`src/rtl/bsg_rr_scan_arb_pkg.sv`:
```
// Shared types for the round-robin scan arbiter: FSM state and id-width helper.
// Latency: n/a (types and constant functions only).
// Backpressure: n/a.
package bsg_rr_scan_arb_pkg;

    typedef enum logic {
        IDLE  = 1'b0,
        OFFER = 1'b1
    } arb_state_e;

    // Width of a binary requester index; a single requester still gets one bit.
    function automatic int id_width(input int n);
        return (n > 1) ? $clog2(n) : 1;
    endfunction

endpackage

```
`src/rtl/bsg_rr_scan_arb_if.sv`:
```
// Request/grant bundle between requesters, arbiter and the consumer of the grant.
// Latency: n/a (wires only).
// Backpressure: grant is held until yumi_i; master = arbiter side, slave = requesters/consumer side.
interface bsg_rr_scan_arb_if #(
    parameter int width_p = 4
);
    import bsg_rr_scan_arb_pkg::*;

    localparam int id_w = id_width(width_p);

    logic [width_p-1:0] reqs_i;
    logic [width_p-1:0] grants_o;
    logic [id_w-1:0]    grant_id_o;
    logic               grant_v_o;
    logic               yumi_i;

    modport master (
        input  reqs_i,
        input  yumi_i,
        output grants_o,
        output grant_id_o,
        output grant_v_o
    );

    modport slave (
        output reqs_i,
        output yumi_i,
        input  grants_o,
        input  grant_id_o,
        input  grant_v_o
    );

endinterface

```
`src/rtl/bsg_rr_scan_pick.sv`:
```
// Rotating-priority find-first: lowest request at or above ptr_i, else lowest overall.
// Latency: combinational.
// Backpressure: none.
// Ports: ptr_i = priority pointer, reqs_i = requests, pick_o = one-hot winner, any_o = some request.
module bsg_rr_scan_pick #(
    parameter int width_p = 4,
    parameter int id_w    = 2
) (
    input  logic [id_w-1:0]    ptr_i,
    input  logic [width_p-1:0] reqs_i,
    output logic [width_p-1:0] pick_o,
    output logic               any_o
);

    logic [width_p-1:0] one;
    logic [width_p-1:0] ptr_oh;
    logic [width_p-1:0] pmask;
    logic [width_p-1:0] hi;
    logic [width_p-1:0] src;
    logic [width_p-1:0] src_scan;

    assign one    = width_p'(1);
    assign ptr_oh = one << ptr_i;

    // Bits at or above the pointer.
    bsg_scan #(.width_p(width_p), .or_p(1), .lo_to_hi_p(1)) mask_scan (
        .i (ptr_oh),
        .o (pmask)
    );

    assign hi  = reqs_i & pmask;
    // Nothing at or above the pointer: wrap and search from bit 0.
    assign src = (|hi) ? hi : reqs_i;

    bsg_scan #(.width_p(width_p), .or_p(1), .lo_to_hi_p(1)) ffs_scan (
        .i (src),
        .o (src_scan)
    );

    // A bit survives only if no lower bit of src is set.
    assign pick_o = src & ~(src_scan << 1);
    assign any_o  = |reqs_i;

endmodule

```
`src/rtl/bsg_scan.sv`:
```
// Log-depth prefix scan (OR or AND) in either direction.
// Latency: combinational.
// Backpressure: none.
// Ports: i = input vector, o = scanned vector (lo_to_hi: o[k] = op of i[0..k]).
module bsg_scan #(
    parameter int width_p    = 4,
    parameter int or_p       = 1,
    parameter int lo_to_hi_p = 1
) (
    input  logic [width_p-1:0] i,
    output logic [width_p-1:0] o
);

    logic [width_p-1:0] t;
    logic [width_p-1:0] sh;
    logic [width_p-1:0] fill;

    // Kogge-Stone style doubling: after the stage with shift s, each bit
    // covers a window of 2*s inputs.
    always_comb begin
        t    = i;
        sh   = '0;
        fill = '0;
        for (int s = 1; s < width_p; s = s * 2) begin
            if (lo_to_hi_p != 0) begin
                sh   = t << s;
                fill = ~({width_p{1'b1}} << s);
            end else begin
                sh   = t >> s;
                fill = ~({width_p{1'b1}} >> s);
            end
            if (or_p != 0) t = t | sh;
            else           t = t & (sh | fill);
        end
        o = t;
    end

endmodule

```
`src/rtl/bsg_rr_scan_arb.sv`:
```
// Registered round-robin arbiter: one-hot grant from rotating-priority scan pick.
// Latency: request in IDLE -> grant_v_o next cycle; one accepted grant per cycle sustained.
// Backpressure: offered grant held stable until yumi_i; requests must hold until served.
// Ports: clk_i, reset_n_i (sync, active-low), bus (reqs_i/yumi_i in; grants_o/grant_id_o/grant_v_o out).
module bsg_rr_scan_arb
    import bsg_rr_scan_arb_pkg::*;
#(
    parameter int width_p        = 4,
    parameter int lo_pri_reset_p = 0
) (
    input  logic              clk_i,
    input  logic              reset_n_i,
    bsg_rr_scan_arb_if.master bus
);

    localparam int id_w = id_width(width_p);

    arb_state_e         state_r, state_n;
    logic [width_p-1:0] grant_r, grant_n;
    logic [id_w-1:0]    ptr_r, ptr_n;
    logic [id_w-1:0]    ptr_adv;
    logic [id_w-1:0]    ptr_pick;
    logic [id_w-1:0]    grant_id;
    logic [width_p-1:0] pick;
    logic               any;

    // One-hot to binary; zero when no grant is held.
    always_comb begin
        grant_id = '0;
        for (int k = 0; k < width_p; k++) begin
            if (grant_r[k]) grant_id = grant_id | id_w'(k);
        end
    end

    // Pointer value after the held grant is accepted (one past it, wrapping).
    assign ptr_adv = (grant_id == id_w'(width_p - 1)) ? '0 : grant_id + id_w'(1);

    // The refill pick on an accept already sees the advanced pointer, so the
    // requester just served drops to lowest priority even if it re-requests.
    assign ptr_pick = bus.yumi_i ? ptr_adv : ptr_r;

    bsg_rr_scan_pick #(.width_p(width_p), .id_w(id_w)) pick_u (
        .ptr_i  (ptr_pick),
        .reqs_i (bus.reqs_i),
        .pick_o (pick),
        .any_o  (any)
    );

    always_comb begin
        state_n = state_r;
        grant_n = grant_r;
        ptr_n   = ptr_r;
        if (bus.yumi_i) ptr_n = ptr_adv;
        if (state_r == IDLE || bus.yumi_i) begin
            if (any) begin
                grant_n = pick;
                state_n = OFFER;
            end else begin
                grant_n = '0;
                state_n = IDLE;
            end
        end
    end

    always_ff @(posedge clk_i) begin
        if (!reset_n_i) begin
            state_r <= IDLE;
            grant_r <= '0;
            ptr_r   <= id_w'(lo_pri_reset_p);
        end else begin
            state_r <= state_n;
            grant_r <= grant_n;
            ptr_r   <= ptr_n;
        end
    end

    assign bus.grants_o   = grant_r;
    assign bus.grant_id_o = grant_id;
    assign bus.grant_v_o  = (state_r == OFFER);

`ifndef SYNTHESIS
    a_param: assert property (@(posedge clk_i) lo_pri_reset_p < width_p);
    a_yumi_v: assert property (@(posedge clk_i) disable iff (!reset_n_i)
        bus.yumi_i |-> (state_r == OFFER));
    a_onehot: assert property (@(posedge clk_i) disable iff (!reset_n_i)
        $onehot0(grant_r));
    a_req_hold: assert property (@(posedge clk_i) disable iff (!reset_n_i)
        (state_r == OFFER && !bus.yumi_i) |-> (|(bus.reqs_i & grant_r)));
`endif

endmodule

```
`src/flat_wrapper.sv`:
```
// flat-port wrapper written by rule: the top's interface ports become plain ports
module bsg_rr_scan_arb_flat import bsg_rr_scan_arb_pkg::*;
#(
    parameter int width_p        = 4,
    parameter int lo_pri_reset_p = 0
)
  (clk_i, reset_n_i, bus_reqs_i, bus_yumi_i, bus_grants_o, bus_grant_id_o, bus_grant_v_o);
  bsg_rr_scan_arb_if #(.width_p(width_p)) bus_i ();
  input  logic clk_i;
  input  logic reset_n_i;
  input wire logic [$bits(bus_i.reqs_i)-1:0] bus_reqs_i;
  input wire logic [$bits(bus_i.yumi_i)-1:0] bus_yumi_i;
  output wire logic [$bits(bus_i.grants_o)-1:0] bus_grants_o;
  output wire logic [$bits(bus_i.grant_id_o)-1:0] bus_grant_id_o;
  output wire logic [$bits(bus_i.grant_v_o)-1:0] bus_grant_v_o;
  assign bus_i.reqs_i = bus_reqs_i;
  assign bus_i.yumi_i = bus_yumi_i;
  assign bus_grants_o = bus_i.grants_o;
  assign bus_grant_id_o = bus_i.grant_id_o;
  assign bus_grant_v_o = bus_i.grant_v_o;
  bsg_rr_scan_arb #(.width_p(width_p), .lo_pri_reset_p(lo_pri_reset_p)) u_core (.clk_i(clk_i), .reset_n_i(reset_n_i), .bus(bus_i));
endmodule
```
`config.mk`:
```
export PLATFORM = sky130hd
export DESIGN_NAME = bsg_rr_scan_arb_flat
export DESIGN_NICKNAME = d
export VERILOG_FILES = /design/src/rtl/bsg_rr_scan_arb_pkg.sv /design/src/rtl/bsg_rr_scan_arb_if.sv /design/src/rtl/bsg_rr_scan_pick.sv /design/src/rtl/bsg_scan.sv /design/src/rtl/bsg_rr_scan_arb.sv /design/src/flat_wrapper.sv
export SDC_FILE = /design/constraint.sdc
export NUM_CORES = 1
export LEC_CHECK = 0
export CORE_AREA = 5 5 42 44
export CTS_BUF_LIST = sky130_fd_sc_hd__clkbuf_4 sky130_fd_sc_hd__clkbuf_8
export DETAILED_ROUTE_END_ITERATION = 6
export DIE_AREA = 0 0 47 49
export PLACE_DENSITY = 0.72
export SLEW_MARGIN = 20
export SYNTH_ARGS = -nofsm -noshare
export SYNTH_HDL_FRONTEND = slang
export SYNTH_HIERARCHICAL = 1
export SYNTH_SLANG_ARGS = --single-unit
```
`constraint.sdc`:
```
create_clock -name clk_i -period 5.73 [get_ports clk_i]
set_clock_uncertainty 0.15 [all_clocks]
set_input_delay 0.8595 -clock clk_i [delete_from_list [all_inputs] [get_ports clk_i]]
set_output_delay 0.8595 -clock clk_i [all_outputs]
set_load 0.05 [all_outputs]
```
After elaboration in Yosys (flattened, before gate mapping)
Cells that the tools add are included.
Widths: inputs -> output; s select.
{"block": "word_totals", "ram_bits": 0, "ff_bits": 7, "in_bits": 7, "latch_bits": 0, "wordCells": 25, "output_inout_bits": 7, "mem_bits_ro": 0, "n_memories": 0}
{"block": "op_classes", "multipliers": 0, "n_shift": 1, "addsub": 1, "n_lt_le_gt_ge": 0, "n_div": 0, "n_eq_ne": 1, "bitwise_logic": 8, "muxes": 8, "reduce_logical": 3}
{"cell": "$and 4x4->4", "count": 2}
{"cell": "$mux 2", "count": 4}
{"cell": "$mux 4", "count": 2}
{"cell": "$or 4x4->4", "count": 2}
{"cell": "$reduce_or 4->1", "count": 2}
{"cell": "$or 3x3->3", "count": 2}
{"cell": "$not 4->4", "count": 1}
{"cell": "$shl 1x2->4 const A", "count": 1}
{"cell": "$add 2x1->2 const B", "count": 1}
{"cell": "$eq 2x2->1 const B", "count": 1}
{"cell": "$mux 1", "count": 2}
{"cell": "$logic_or 1x1->1", "count": 1}
{"cell": "$not 1->1", "count": 1}

Longest topological paths before layout
Gate-level depths: netlist of run 1.
{"block": "depth", "word_depth": 17, "depth_mapped": 12}

Modules after synthesis
The synthesis of run 1 kept the hierarchy.
{"mod": "bsg_rr_scan_arb", "seq_area_each_um2": 140.1, "area_per_inst_um2": 291.5, "cells_per_inst": 32, "instances": 1}
{"mod": "bsg_rr_scan_pick", "seq_area_each_um2": 0.0, "area_per_inst_um2": 143.9, "cells_per_inst": 18, "instances": 1}
{"mod": "bsg_scan", "seq_area_each_um2": 0.0, "area_per_inst_um2": 27.5, "cells_per_inst": 4, "instances": 2}

Worst setup path before layout of run 1
No wires, ideal clock.
{"block": "synth_path", "kind": "in2reg", "start": "in bus_yumi_i", "end": "reg u_core.grant_r[3] (netlist: u_core/bus.grants_o[3])", "setup_slack_ns": 2.674, "arrival_time_ns": 2.788, "t_required_ns": 5.462, "path_stages": 10, "cell_sequence": "mux2_4 > nor2b_1 > or4_1 > a221oi_4 > o21a_1 > or3_1 > inv_1 > o211a_1 > nand3_1 > a21boi_1"}
{"block": "synth_between", "elab_chain_cells": 12}
{"item": "from (decl)", "line_no": "flat_wrapper.sv:12", "text": "input wire logic [$bits(bus_i.yumi_i)-1:0] bus_yumi_i;"}
{"item": "$mux 2", "line_no": "bsg_rr_scan_arb.sv:40", "text": "assign ptr_pick = bus.yumi_i ? ptr_adv : ptr_r;"}
{"item": "$shl 1x2->4", "line_no": "bsg_rr_scan_pick.sv:23", "text": "assign ptr_oh = one << ptr_i;"}
{"item": "named net u_core.pick_u.ptr_oh[1]", "line_no": "bsg_rr_scan_pick.sv:16", "text": "logic [width_p-1:0] ptr_oh;"}
{"item": "$or 4x4->4 (2 in series)", "line_no": "bsg_scan.sv:32", "text": "if (or_p != 0) t = t | sh;"}
{"item": "named net u_core.pick_u.pmask[3]", "line_no": "bsg_rr_scan_pick.sv:17", "text": "logic [width_p-1:0] pmask;"}
{"item": "$and 4x4->4", "line_no": "bsg_rr_scan_pick.sv:31", "text": "assign hi = reqs_i & pmask;"}
{"item": "$reduce_or 4->1", "line_no": "bsg_rr_scan_pick.sv:33", "text": "assign src = (|hi) ? hi : reqs_i;"}
{"item": "$mux 4", "line_no": "bsg_rr_scan_pick.sv:33"}
{"item": "named net u_core.pick_u.src[0]", "line_no": "bsg_rr_scan_pick.sv:19", "text": "logic [width_p-1:0] src;"}
{"item": "$or 3x3->3 (2 in series)", "line_no": "bsg_scan.sv:32"}
{"item": "named net u_core.pick_u.src_scan[2]", "line_no": "bsg_rr_scan_pick.sv:20", "text": "logic [width_p-1:0] src_scan;"}
{"item": "$not 4->4", "line_no": "bsg_rr_scan_pick.sv:41", "text": "assign pick_o = src & ~(src_scan << 1);"}
{"item": "$and 4x4->4", "line_no": "bsg_rr_scan_pick.sv:41"}
{"item": "named net u_core.pick[3]", "line_no": "bsg_rr_scan_arb.sv:24", "text": "logic [width_p-1:0] pick;"}
{"item": "$mux 4", "line_no": "bsg_rr_scan_arb.sv:55", "text": "if (any) begin"}
{"item": "to (signal assigned)", "line_no": "bsg_rr_scan_arb.sv:72", "text": "grant_r <= grant_n;"}
{"item": "to (decl)", "line_no": "bsg_rr_scan_arb.sv:19", "text": "logic [width_p-1:0] grant_r, grant_n;"}
The timed path passes the listed nets, and every way through them passes these cells.
A chain may end at the register's enable or synchronous reset.

Worst setup path in the final report of run 1
{"block": "layout_path", "start": "in bus_yumi_i", "end": "reg u_core.grant_r[2] (netlist: u_core/bus.grants_o[2])"}
{"block": "layout_between", "elab_chain_cells": 12}
{"item": "$mux 2", "line_no": "bsg_rr_scan_arb.sv:40"}
{"item": "$shl 1x2->4", "line_no": "bsg_rr_scan_pick.sv:23"}
{"item": "named net u_core.pick_u.ptr_oh[0]", "line_no": "bsg_rr_scan_pick.sv:16"}
{"item": "$or 4x4->4 (2 in series)", "line_no": "bsg_scan.sv:32"}
{"item": "named net u_core.pick_u.pmask[3]", "line_no": "bsg_rr_scan_pick.sv:17"}
{"item": "$and 4x4->4", "line_no": "bsg_rr_scan_pick.sv:31"}
{"item": "$reduce_or 4->1", "line_no": "bsg_rr_scan_pick.sv:33"}
{"item": "$mux 4", "line_no": "bsg_rr_scan_pick.sv:33"}
{"item": "$or 3x3->3 (2 in series)", "line_no": "bsg_scan.sv:32"}
{"item": "named net u_core.pick_u.src_scan[1]", "line_no": "bsg_rr_scan_pick.sv:20"}
{"item": "$not 4->4", "line_no": "bsg_rr_scan_pick.sv:41"}
{"item": "$and 4x4->4", "line_no": "bsg_rr_scan_pick.sv:41"}
{"item": "named net u_core.pick[2]", "line_no": "bsg_rr_scan_arb.sv:24"}
{"item": "$mux 4", "line_no": "bsg_rr_scan_arb.sv:55"}
The timed path passes the listed nets, and every way through them passes these cells.

==> results of run 1 <==
==> sequential cells by signal, indices dropped and copies added, names as in the netlist <==
| register | flops |
|---|---|
| u_core/bus.grants_o | 4 |
| u_core/ptr_r | 2 |
| u_core/bus.grant_v_o | 1 |
==> how the worst min path moves through the flow <==
stage | cells after the start | to | slack (ns) | start
after floorplan | 2 | u_core/ptr_r[0] | 0.42 | u_core/ptr_r[0]
after global placement | 2 | u_core/bus.grants_o[0] | 0.29 | u_core/bus.grants_o[0]
after detailed placement | 2 | u_core/bus.grants_o[0] | 0.31 | u_core/bus.grants_o[0]
after CTS | 2 | u_core/bus.grants_o[0] | 0.31 | u_core/bus.grants_o[0]
after global routing | 2 | u_core/bus.grants_o[0] | 0.34 | u_core/bus.grants_o[0]
final | 2 | u_core/bus.grants_o[0] | 0.31 | u_core/bus.grants_o[0]
==> power by group <==
part / switching, mW / internal, mW / leakage (nW)
combinational: 0.0432 / 0.0329 / 0.198
clock: 0.0191 / 0.0314 / 0.0184
sequential: 0.00297 / 0.0529 / 0.0576
==> final cells by class <==
cell class / count / area, um^2 / area share
tap: 16 / 20.0 / 0.0316
sequential: 7 / 140 / 0.221
multi-input combinational: 41 / 294 / 0.464
clock buffer: 4 / 30.0 / 0.0474
timing repair buffer: 13 / 130 / 0.206
inverter: 5 / 18.8 / 0.0296
==> metrics by stage <==
step                instance area (um^2)  setup WS (ns)  power, mW
floorplan                            475           2.73      0.117
global placement                     603           2.04      0.132
detailed placement                   603           1.96      0.133
CTS                                  633           2.24      0.186
global route                         633           2.06      0.195
finish                               633           2.22      0.182
==> per-layer routing <==
layer  vias to the layer above  global-route usage
met5                         -                   0
met4                         0              0.0737
met3                         3              0.0369
met2                        15               0.133
met1                       190               0.147
li1                        220                   -
==> critical path: stages <==
cell and delay, ns:
sky130_fd_sc_hd__clkdlybuf4s50_1 0.55, sky130_fd_sc_hd__nand2b_1 0.08, sky130_fd_sc_hd__o22ai_1 0.26, sky130_fd_sc_hd__nor2_1 0.15, sky130_fd_sc_hd__or4_1 0.61, sky130_fd_sc_hd__a221oi_4 0.36
sky130_fd_sc_hd__o21a_1 0.21, sky130_fd_sc_hd__or2_1 0.12, sky130_fd_sc_hd__inv_1 0.03, sky130_fd_sc_hd__o211a_1 0.11, sky130_fd_sc_hd__nand3_1 0.09, sky130_fd_sc_hd__a21boi_1 0.06
==> impl_metrics.json, run 1 <==
{
  "whs_ns": 0.310,
  "critical_path.max_fanout": 6,
  "worst_setup_path_start_kind": "input port",
  "final_util": 0.452,
  "crit_end": "u_core/bus.grants_o[2]",
  "outcome": "completed",
  "nNetsFinal": 78,
  "grt_pass1_wl_um": 1780,
  "cts_tree": "done",
  "area_delta_synth_final_pct": 33.2,
  "clock_buffer_count_from_cts": 3,
  "routedLengthMet1_um": 510,
  "r2r_slack_ns": 2.96,
  "place.gp.congestion": 0.819,
  "maximum_number_of_pins_on_one_net_before_global_route_repair": 8,
  "max_cap_viol_count": 0,
  "drt-wirelength-per-cell_um": 11.7,
  "final_min_period_over_clock_period": 0.612,
  "clk_latency_ns": 0.26,
  "drt.antenna.violating_nets": 0,
  "worst-endpoint-arrival_ns": 3.50,
  "worstPathRequired_ns": 5.72,
  "worst_hold_path_type": "flip-flop to flip-flop",
  "htreeDepth": 1,
  "critPathLaunch": "bus_yumi_i",
  "grt_antenna_before_repair": 0,
  "finish.cell_count_without_fillers": 86,
  "filler_cell_count": 147,
  "cts-hold-fix-buffers": 0,
  "numClockSinks": 7,
  "finalHoldViolations": 0,
  "globalRouteTotalUtil": 0.107,
  "via_count": 428,
  "number_of_global_route_vias_before_repair": 441,
  "clk_pin_slew_worst_paths_ns": 0.05,
  "worstReg2RegStart": "u_core/bus.grants_o[3]",
  "final_period_minus_worst_setup_slack_ns": 3.51,
  "fmax_ghz": 0.285,
  "final_layout_size_suffix_gt1_frac": 0.100,
  "synth.net_count": 63,
  "clockRootBuffer": "sky130_fd_sc_hd__clkbuf_4",
  "setup_repair_after_global_routing_missed_its_margin": "no",
  "slew_violations": 0,
  "postCtsResizedCells": 0,
  "relSlewSlack": 0.668,
  "highest-signal-layer": "met4",
  "syn_std_cell_area_um2": 475,
  "viasPerCell": 4.98,
  "final_cell_mix": "sky130_fd_sc_hd__clkdlybuf4s50_1, sky130_fd_sc_hd__dfxtp_1, sky130_fd_sc_hd__inv_1",
  "synth_warnings": 6,
  "remaining_drc_errors": 0,
  "cp-end-kind": "flip-flop",
  "initial_core_util": 0.339,
  "regToRegEndpoint": "u_core/bus.grants_o[2]",
  "synthCells": 56,
  "core.rowCount": 14,
  "met2_length_um": 413,
  "avgSynthCellArea_um2": 8.49,
  "detail_route.first_pass.iterations": 2,
  "post_detailed_routing_wire_length_um": 1010,
  "setup-violations-final": 0,
  "dpl.hpwl_um": 795,
  "rr_worst_depth": 11,
  "detail_route.iter0.violations": 5,
  "cts.repair_timing.setup_buffer_count": 0,
  "post-place-cells": 82,
  "clk_path_buf_depth": 2,
  "antenna_cells_inserted": 0,
  "fin_tns_setup_ns": 0,
  "mostFrequentLayoutCell": "sky130_fd_sc_hd__clkdlybuf4s50_1",
  "die_x_um": 47,
  "floorplan.die.height_um": 49,
  "grt_overflow_total": 0,
  "numPortBuffers": 13,
  "max_slew.worst_pin.slew_ns": 0.496,
  "worst_ir_drop_vdd_v": 0.000139,
  "routed_length_on_met3_um": 52,
  "core_box_area_um2": 1400,
  "critPathKind": "input port to flip-flop",
  "floorplan.io_pins": 14,
  "p_leak_nw": 0.274,
  "power.density_nw_per_um2": 288,
  "die-area_um2": 2300
}
Note: power is estimated with default switching activity, not from simulation.
==> run 2: changes to the inputs <==
==> constraint.sdc (replaced) <==
create_clock -name clk_i -period 3.38 [get_ports clk_i]
set_clock_uncertainty 0.15 [all_clocks]
set_input_delay 0.507 -clock clk_i [delete_from_list [all_inputs] [get_ports clk_i]]
set_output_delay 0.507 -clock clk_i [all_outputs]
set_load 0.05 [all_outputs]
==> impl_metrics.json, run 2 (same netlist as run 1, synthesis figures left out) <==
{
  "post_detailed_routing_wire_length_um": 999,
  "numPortBuffers": 13,
  "setup_ws_ns": 0.252,
  "via_count": 435,
  "power.density_nw_per_um2": 477,
  "globalRouteTotalUtil": 0.104,
  "setup_repair_after_global_routing_missed_its_margin": "no",
  "drt-wirelength-per-cell_um": 11.5,
  "clk_pin_slew_worst_paths_ns": 0.05,
  "antenna_cells_inserted": 0,
  "viasPerCell": 5.00,
  "clk_path_buf_depth": 2,
  "critPathKind": "input port to flip-flop",
  "drt.antenna.violating_nets": 0,
  "number_of_global_route_vias_before_repair": 448,
  "mostFrequentLayoutCell": "sky130_fd_sc_hd__clkdlybuf4s50_1",
  "p_leak_nw": 0.281,
  "final_cell_mix": "sky130_fd_sc_hd__clkdlybuf4s50_1, sky130_fd_sc_hd__dfxtp_1, sky130_fd_sc_hd__inv_1",
  "largest_register_ffs": 4,
  "area_delta_synth_final_pct": 36.1,
  "cts-hold-fix-buffers": 0,
  "cp_top_family": "simple AND/OR/NAND/NOR gates",
  "core_box_area_um2": 1400,
  "maximum_number_of_pins_on_one_net_before_global_route_repair": 8,
  "max_slew.worst_pin.slew_ns": 0.497,
  "worst_hold_path_type": "flip-flop to flip-flop",
  "worstPathRequired_ns": 3.36,
  "grt_antenna_before_repair": 0,
  "critical_path.cell_chain": "clkdlybuf4s50_1 -> mux2_4 -> nor2b_1 -> or4_1 -> a221oi_4 -> o21a_1 -> or2_1 -> inv_1 -> o211a_1 -> nand3_1 -> a21boi_1",
  "cp-end-kind": "flip-flop",
  "die-area_um2": 2300,
  "grt_overflow_total": 0,
  "detail_route.iter0.violations": 4,
  "fin_tns_setup_ns": 0,
  "worstPathBufferInverterCount": 2,
  "dp_slack_ns": 0.00106,
  "final_min_period_over_clock_period": 0.925,
  "relSlewSlack": 0.667,
  "slew_violations": 0,
  "r2r_slack_ns": 0.68,
  "max_cap_viol_count": 0,
  "setup-violations-final": 0,
  "detail_route.first_pass.iterations": 2,
  "dpl.hpwl_um": 785,
  "finalHoldViolations": 0,
  "die_x_um": 47,
  "initial_core_util": 0.339,
  "critical_path.max_fanout": 5,
  "grt_pass1_wl_um": 1800,
  "slowest_delay_ns": 0.58,
  "finalPower_uw": 309,
  "clk_latency_ns": 0.24,
  "place.gp.congestion": 0.785,
  "floorplan.io_pins": 14,
  "numClockSinks": 7,
  "worst_setup_path_start_kind": "input port",
  "worst-endpoint-arrival_ns": 3.11,
  "timing.critical_path.slowest_stage_cell": "sky130_fd_sc_hd__or4_1",
  "outcome": "completed",
  "clockRootBuffer": "sky130_fd_sc_hd__clkbuf_4",
  "final_period_minus_worst_setup_slack_ns": 3.13,
  "core.rowCount": 14,
  "htreeDepth": 1,
  "final_layout_size_suffix_gt1_frac": 0.127,
  "nNetsFinal": 79,
  "cts_tree": "done",
  "clock_buffer_count_from_cts": 3,
  "fmax_ghz": 0.320,
  "floorplan.die.height_um": 49,
  "remaining_drc_errors": 0,
  "worst_ir_drop_vdd_v": 0.000287
}
## run 2: cell count changes in the layout (fill, tap and decap cells not counted)
cell and change:
sky130_fd_sc_hd__o22ai_2 +1, sky130_fd_sc_hd__o22ai_1 -1, sky130_fd_sc_hd__buf_4 +1
## run 2: through the flow
| step | utilization | std cells | instance area [um^2] | hold WS, ns |
|---|---|---|---|---|
| global route | 0.462 | 87 | 647 | 0.330 |
| floorplan | - | 56 | 475 | 0.421 |
| detailed placement | 0.436 | 83 | 611 | 0.302 |
| global placement | 0.436 | 83 | 611 | 0.292 |
| finish | 0.462 | 87 | 647 | 0.304 |
| CTS | 0.457 | 87 | 641 | 0.306 |
## run 2: tightest hold or removal path, stage by stage, from the launching register on
cell and delay (ns):
sky130_fd_sc_hd__dfxtp_1 0.30, sky130_fd_sc_hd__nand2_1 0.05, sky130_fd_sc_hd__a21boi_1 0.05
## run 2: where the power goes
group	total [mW]	switching, mW	internal, mW
logic	0.133	0.0743	0.0591
registers	0.0952	0.00539	0.0898
clock network	0.0799	0.0271	0.0528
## run 2: layout make-up
class	count	area [um^2]
clock buffer	4	30.0
multi-input combinational	41	300
tap	16	20.0
timing repair buffer	14	138
inverter	5	18.8
sequential	7	140
fill	157	754
## run 2: final timing paths
| kind | depth (start not counted) | endpoint | from |
|---|---|---|---|
| max reg2reg | 11 | u_core/bus.grants_o[2] | u_core/bus.grants_o[1] |
| min | 2 | u_core/bus.grants_o[0] | u_core/bus.grants_o[0] |
| min reg2reg | 2 | u_core/bus.grants_o[0] | u_core/bus.grants_o[0] |
| max | 11 | u_core/bus.grants_o[2] | bus_yumi_i |
## run 2: per-layer routing
layer,GRT usage,share of wire
met5,0,0
met2,0.152,0.47
met4,0.0553,0
met3,0.0258,0.070
met1,0.136,0.46
## run 2: what timing repair did
| item | in CTS | in global routing |
|---|---|---|
| gates resized for setup | 0 | 1 |
| setup endpoints to repair | 0 | 1 |
| buffers inserted | 0 | 0 |
==> run 3: changes to the inputs <==
--- a/config.mk
+++ b/config.mk
@@ -7,8 +7,10 @@
 export LEC_CHECK = 0
 export CORE_AREA = 5 5 42 44
 export CTS_BUF_LIST = sky130_fd_sc_hd__clkbuf_4 sky130_fd_sc_hd__clkbuf_8
+export CTS_CLUSTER_DIAMETER = 50
 export DETAILED_ROUTE_END_ITERATION = 6
 export DIE_AREA = 0 0 47 49
+export GPL_ROUTABILITY_DRIVEN = 0
 export PLACE_DENSITY = 0.72
 export SLEW_MARGIN = 20
 export SYNTH_ARGS = -nofsm -noshare
==> results of run 3 <==
The final DEF is identical to that of run 2; final timing and power are the same.
